==> src/rtl/vga_sync_generator.sv <==
// ---------------------------------------------------------------------------
// vga_sync_generator
//
// Free-running VGA raster timing generator (640x480 @ 60 Hz by default,
// 25 MHz pixel clock). Produces the pixel coordinates and display_area for
// the colour stage. hsync/vsync are delayed one clock so they line up with
// the colour stage's registered RGB. A one-clock vblank_start tick marks
// the first clock of vertical blanking.
//
// Ports:
//   clock_25      in   pixel clock
//   reset_n       in   asynchronous reset, active low
//   pixel_x       out  horizontal count, 0..H_TOTAL-1
//   pixel_y       out  line count, 0..V_TOTAL-1
//   display_area  out  high inside the visible window, aligned with pixel_x/y
//   hsync         out  horizontal sync, one clock behind pixel_x
//   vsync         out  vertical sync, one clock behind pixel_x/pixel_y
//   vblank_start  out  one-clock pulse at (0, V_VISIBLE)
// ---------------------------------------------------------------------------
module vga_sync_generator #(
  parameter int   H_VISIBLE   = 640,
  parameter int   H_FRONT     = 16,
  parameter int   H_SYNC      = 96,
  parameter int   H_BACK      = 48,
  parameter int   V_VISIBLE   = 480,
  parameter int   V_FRONT     = 10,
  parameter int   V_SYNC      = 2,
  parameter int   V_BACK      = 33,
  parameter logic SYNC_ACTIVE = 1'b0
) (
  input  logic       clock_25,
  input  logic       reset_n,
  output logic [9:0] pixel_x,
  output logic [9:0] pixel_y,
  output logic       display_area,
  output logic       hsync,
  output logic       vsync,
  output logic       vblank_start
);

  localparam int H_TOTAL = H_VISIBLE + H_FRONT + H_SYNC + H_BACK;
  localparam int V_TOTAL = V_VISIBLE + V_FRONT + V_SYNC + V_BACK;

  // 10-bit copies of the timing boundaries so every compare is width-matched.
  localparam logic [9:0] H_LAST   = 10'(H_TOTAL - 1);
  localparam logic [9:0] V_LAST   = 10'(V_TOTAL - 1);
  localparam logic [9:0] H_VIS    = 10'(H_VISIBLE);
  localparam logic [9:0] V_VIS    = 10'(V_VISIBLE);
  localparam logic [9:0] HS_START = 10'(H_VISIBLE + H_FRONT);
  localparam logic [9:0] HS_END   = 10'(H_VISIBLE + H_FRONT + H_SYNC);
  localparam logic [9:0] VS_START = 10'(V_VISIBLE + V_FRONT);
  localparam logic [9:0] VS_END   = 10'(V_VISIBLE + V_FRONT + V_SYNC);

  logic [9:0] x_next;
  logic [9:0] y_next;
  logic       h_win;
  logic       v_win;

  always_comb begin
    x_next = pixel_x + 10'd1;
    y_next = pixel_y;
    if (pixel_x == H_LAST) begin
      x_next = '0;
      if (pixel_y == V_LAST) begin
        y_next = '0;
      end else begin
        y_next = pixel_y + 10'd1;
      end
    end
  end

  // Sync windows decode the current counters; the register below adds the
  // one-clock lag that matches the colour pipeline.
  assign h_win = (pixel_x >= HS_START) && (pixel_x < HS_END);
  assign v_win = (pixel_y >= VS_START) && (pixel_y < VS_END);

  always_ff @(posedge clock_25 or negedge reset_n) begin
    if (!reset_n) begin
      // Parked on the last pixel so the first edge after release lands on (0,0).
      pixel_x      <= H_LAST;
      pixel_y      <= V_LAST;
      display_area <= 1'b0;
      hsync        <= ~SYNC_ACTIVE;
      vsync        <= ~SYNC_ACTIVE;
      vblank_start <= 1'b0;
    end else begin
      pixel_x      <= x_next;
      pixel_y      <= y_next;
      // Computed from next-state counters so it is aligned with pixel_x/y.
      display_area <= (x_next < H_VIS) && (y_next < V_VIS);
      vblank_start <= (x_next == 10'd0) && (y_next == V_VIS);
      hsync        <= h_win ? SYNC_ACTIVE : ~SYNC_ACTIVE;
      vsync        <= v_win ? SYNC_ACTIVE : ~SYNC_ACTIVE;
    end
  end

endmodule

==> config.mk <==
export PLATFORM = sky130hd
export DESIGN_NAME = vga_sync_generator
export DESIGN_NICKNAME = d
export VERILOG_FILES = /design/src/rtl/vga_sync_generator.sv
export SDC_FILE = /design/constraint.sdc
export NUM_CORES = 1
export LEC_CHECK = 0
export CAP_MARGIN = 20
export CORE_AREA = 3 3 67 69
export DETAILED_ROUTE_END_ITERATION = 10
export DIE_AREA = 0 0 70 72
export PLACE_DENSITY_LB_ADDON = 0.25
export SYNTH_ARGS = -nofsm -noshare
export SYNTH_HDL_FRONTEND = slang
export SYNTH_SLANG_ARGS = --single-unit
==> constraint.sdc <==
create_clock -name clock_25 -period 2.71 [get_ports clock_25]
set_input_delay 0.542 -clock clock_25 [delete_from_list [all_inputs] [get_ports clock_25]]
set_output_delay 0.542 -clock clock_25 [all_outputs]
set_load 0.005 [all_outputs]
# Word level (Yosys, flattened, before mapping)
# Cells that the tools add are included.
# word_totals
out_inout_bits	24
reg_bits	24
word_cells	27
inputBits	2
# classes
magnitude_cmp	6
addsub	2
n_eq_ne	3
reduce_logical	5
muxes	5
# ops
operator	count
2-to-1 mux 10 bit	3
adder 10 x 1 -> 10 bit (second input constant)	2
== test 10 bit (second input constant)	2
less-than comparator 10 bit (second input constant)	2
less-than comparator 10 x 9 -> 1 bit (second input constant)	2
== test 10 x 9 -> 1 bit (second input constant)	1
>= comparator 10 bit (second input constant)	1
>= comparator 10 x 9 -> 1 bit (second input constant)	1
zero test 10 bit	1
logical AND 1 bit	4
2-to-1 mux 1 bit	2

# Depth between registers and ports, before layout
# Gate-level depths: netlist (run 1).
# logic_depth
word_depth	5
depth_mapped	8
mapped_depth_nobuf	8

# Least setup slack after synthesis (run 1)
# No wires, ideal clock.
# synth_timing
path_type	flip-flop to flip-flop
from	register pixel_x[9]
to	register vblank_start
period_less_slack_ns	2.277
path_buffers	0
arrival_ns	2.155
setup_time_ns	0.121
required_ns	2.589
path_stages_with_launch	7
slack_ns	0.433
path_cell_list	dfstp_2 or4b_4 nor3_1 a21boi_0 o32ai_1 nor4b_1 and4bb_1
# synth_via
elab_chain_len	4
elab_cells_between_ends	7
classes_between	add/sub: 1; eq/ne: 2; mux: 2; reduce/logical: 2
# synth_rtl
item	line_no	source
from (decl)	33	output logic [9:0] pixel_x,
from (signal assigned)	87	pixel_x <= x_next;
adder 10 x 1 -> 10 bit / == test 10 bit (equally long branches)	60, 62	
2-to-1 mux 10 bit	62	if (pixel_x == H_LAST) begin
zero test 10 bit / == test 10 x 9 -> 1 bit (equally long branches)	91	vblank_start <= (x_next == 10'd0) && (y_next == V_VIS);
logical AND 1 bit *	91	
to (signal assigned)	91	
to (decl)	38	output logic vblank_start
# Every way passes the cells marked *; elsewhere a longest branch is shown, timed or not.

# Worst setup path in the final report (run 1)
# layout_timing
from	register pixel_x[9]
to	register vblank_start
# layout_via
elab_chain_len	4
elab_cells_between_ends	7
classes_between	add/sub: 1; eq/ne: 2; mux: 2; reduce/logical: 2
# layout_rtl
item	line_no	source
== test 10 bit	62	
2-to-1 mux 10 bit	62	
net y_next[8]	55	logic [9:0] y_next;
== test 10 x 9 -> 1 bit	91	
logical AND 1 bit	91	
# The timed path passes the listed nets, and every way through them passes these cells.

==> results.py, run 1 <==
metrics = {
    "run": {
        "maxCapViolCount": 0,
    },
    "power_and_ir_drop": {
        "peakVddDrop_mv": 0.244,
        "cellPowerDensity_mw_per_mm2": 391,
        "p_leak_nw": 0.673,
        "power_mw": 0.681,
    },
    "placement": {
        "place_congestion": 0.855,
        "port_buffers": 25,
        "hpwl_mm": 2.28,
        "dp.cells": 210,
        "post-place-ws_ns": 0.306,
    },
    "logic_synthesis": {
        "yosysTopAreaCell": "dfstp_2",
        "synth_nets": 144,
        "synth_cell_types": 37,
        "synthTopCellsByCount": "nand2_1, dfrtp_1, dfstp_2",
        "synth_area_per_cell_um2": 9.96,
        "yosys-top-cells-area": "dfstp_2, dfrtp_1, xnor2_1",
        "synth_top_area_share_pct": 23.1,
        "yosysMostFrequentCell": "nand2_1",
        "synth_edf_count": 0,
        "ys_async_sr_fraction_pct": 100,
        "synthCells": 137,
        "synth.cell_area_mm2": 0.00137,
        "synth.ff_latch_count": 24,
        "yosys_warnings": 0,
        "seq_area_frac_synth_pct": 45.1,
        "ys.flop_type": "dfstp_2",
    },
    "final_layout": {
        "fillers": 375,
        "num_antenna_cells": 0,
        "final_nets": 172,
        "drive_gt1_share_pct": 16.5,
        "fin_util_pct": 43.9,
        "syn_to_final_growth_pct": 27.6,
        "regArea_um2": 616,
        "final_cells": 214,
        "multi_input_area_um2": 689,
    },
    "global_routing": {
        "grt_pass1_vias": 1076,
        "antenna_found_initial": 0,
        "gr-total-overflow": 0,
        "grt_util_met1_pct": 15.6,
        "grt_pass1_wl_mm": 5.16,
        "grtUsageTotal_pct": 12.6,
        "grt_max_degree": 25,
        "use_met2_pct": 21.3,
        "grt.busiest_layer": "met2",
        "groute.layer.met3.usage_pct": 3.74,
    },
    "clock_tree": {
        "clk_latency_ns": 0.27,
        "cts_tree": "done",
        "ctsHoldBuffers": 0,
        "cts_max_level": 1,
        "numCtsBuffers": 3,
        "cts.sinks": 24,
        "root_buffer": "clkbuf_8",
        "post_cts_resized": 0,
        "clock_tree.buffer_depth": 2,
        "clk_pin_slew_ns": 0.09,
        "cts_setup_buffers": 0,
    },
    "floorplanning": {
        "io_pins": 26,
        "dieArea_mm2": 0.00504,
        "dieWidth_um": 70,
        "initial_core_util_pct": 34.4,
        "die_h_um": 72,
        "fp-row-count": 23,
        "core-area_mm2": 0.00397,
    },
    "sta": {
        "hold_viol_final": 0,
        "min_period_over_period_pct": 89.4,
        "tightestPinTransition_ns": 0.493,
        "finalClockSkew_ns": 0.00239,
        "finalSetupViolations": 0,
        "rsz0062_at_grt": "false",
        "period_minus_slack_ns": 2.42,
        "maxSlewViolCount": 0,
        "setup_ws_ns": 0.287,
        "max_slew_margin_pct": 66.9,
        "tns_ns": 0,
        "fmax_mhz": 413,
    },
    "critical_path": {
        "worst-setup-path-type": "register to register",
        "critPathMaxFanout": 7,
        "crit_path_start_kind": "register",
        "required_ns": 2.92,
        "critPathArrivalTime_ns": 2.63,
        "cp-end-kind": "register",
    },
    "detailed_routing": {
        "ant_nets": 0,
        "wirelength_mm": 3.04,
        "dr.first_iter.drc_count": 52,
        "drcViolationCount": 0,
        "via_count": 1120,
        "first_pass_iters": 4,
        "routedWlPerCell_um": 14.2,
        "vias_per_cell": 5.23,
    },
    "outcome": {
        "status": "finished clean",
    },
    "worst_hold_path": {
        "hold_class": "register to register",
    },
}
-- where the power goes --
part	internal [mW]	switching [mW]	total (mW)
clock	0.197	0.116	0.314
combinational	0.00220	0.00669	0.00890
sequential	0.359	0	0.359
total	0.559	0.123	0.681
-- worst max-delay path: stages (launching register included) --
cell	delay, ns
dfstp_2	0.57
or4b_4	0.51
or3_1	0.46
nor3_4	0.23
xnor2_1	0.16
and3_1	0.22
and4bb_1	0.21
-- final timing paths --
kind                             from      endpoint  slack, ns  cells after the start
setup / recovery           pixel_x[9]  vblank_start       0.29                      6
hold / removal             pixel_x[0]    pixel_x[0]       0.55                      1
setup reg to reg           pixel_x[9]  vblank_start       0.29                      6
hold reg to reg            pixel_x[0]    pixel_x[0]       0.55                      1
max in group asynchronous     reset_n    pixel_x[0]       1.80                      2
min in group asynchronous     reset_n  display_area       0.62                      2
-- per-layer routing --
| metal | up-vias | share of wire (%) |
|---|---|---|
| met5 | - | 0 |
| met4 | 0 | 2.1 |
| met3 | 6 | 5.0 |
| met2 | 26 | 47 |
| met1 | 541 | 46 |
| li1 | 547 | - |
-- through the flow --
stage	area (um^2)	hold WS, ns
finish	1740	0.551
CTS	1740	0.552
global placement	1670	0.508
floorplan	1370	0.246
detailed placement	1670	0.527
global route	1740	0.580
-- cell usage in the layout (no fill, tap or decap), types with 5 or more instances in the layout --
cell	instances
ha_1	5
clkdlybuf4s50_1	25
nand4_1	5
xnor2_1	9
o21ai_0	8
nor2_1	9
inv_1	6
dfrtp_1	12
nand2_1	13
nand3_1	9
dfstp_2	12
-- sequential cells by signal, summed over array words and instances (netlist names) --
name and flops:
vsync 1, display_area 1, hsync 1, pixel_y 10
pixel_x 10, vblank_start 1
-- cells by family after synthesis --
kind of cell	count (synthesis)	share of synthesized area, %
simple gates	59	25.9
buf+inv	12	4.40
mux	1	0.825
xor+xnor	13	8.34
compound gates	23	10.8
fa+ha+maj	5	4.58
flops	24	45.1
-- area by class of cell --
type	count	share of cell area [%]
clock inverter	1	1.72
sequential	24	35.3
tap	50	3.59
inverter	6	1.29
multi-input combinational	101	39.6
clock buffer	3	2.37
timing repair buffer	29	16.1
Power figures use the tool's default switching activity.
==> run 2: changes to the inputs <==
--- a/config.mk
+++ b/config.mk
@@ -7,6 +7,7 @@
 export LEC_CHECK = 0
 export CAP_MARGIN = 20
 export CORE_AREA = 3 3 67 69
+export CTS_CLUSTER_SIZE = 8
 export DETAILED_ROUTE_END_ITERATION = 10
 export DIE_AREA = 0 0 70 72
 export PLACE_DENSITY_LB_ADDON = 0.25
==> results of run 2 <==
Same layout as run 1: the final DEF is identical, and so are final timing and power.
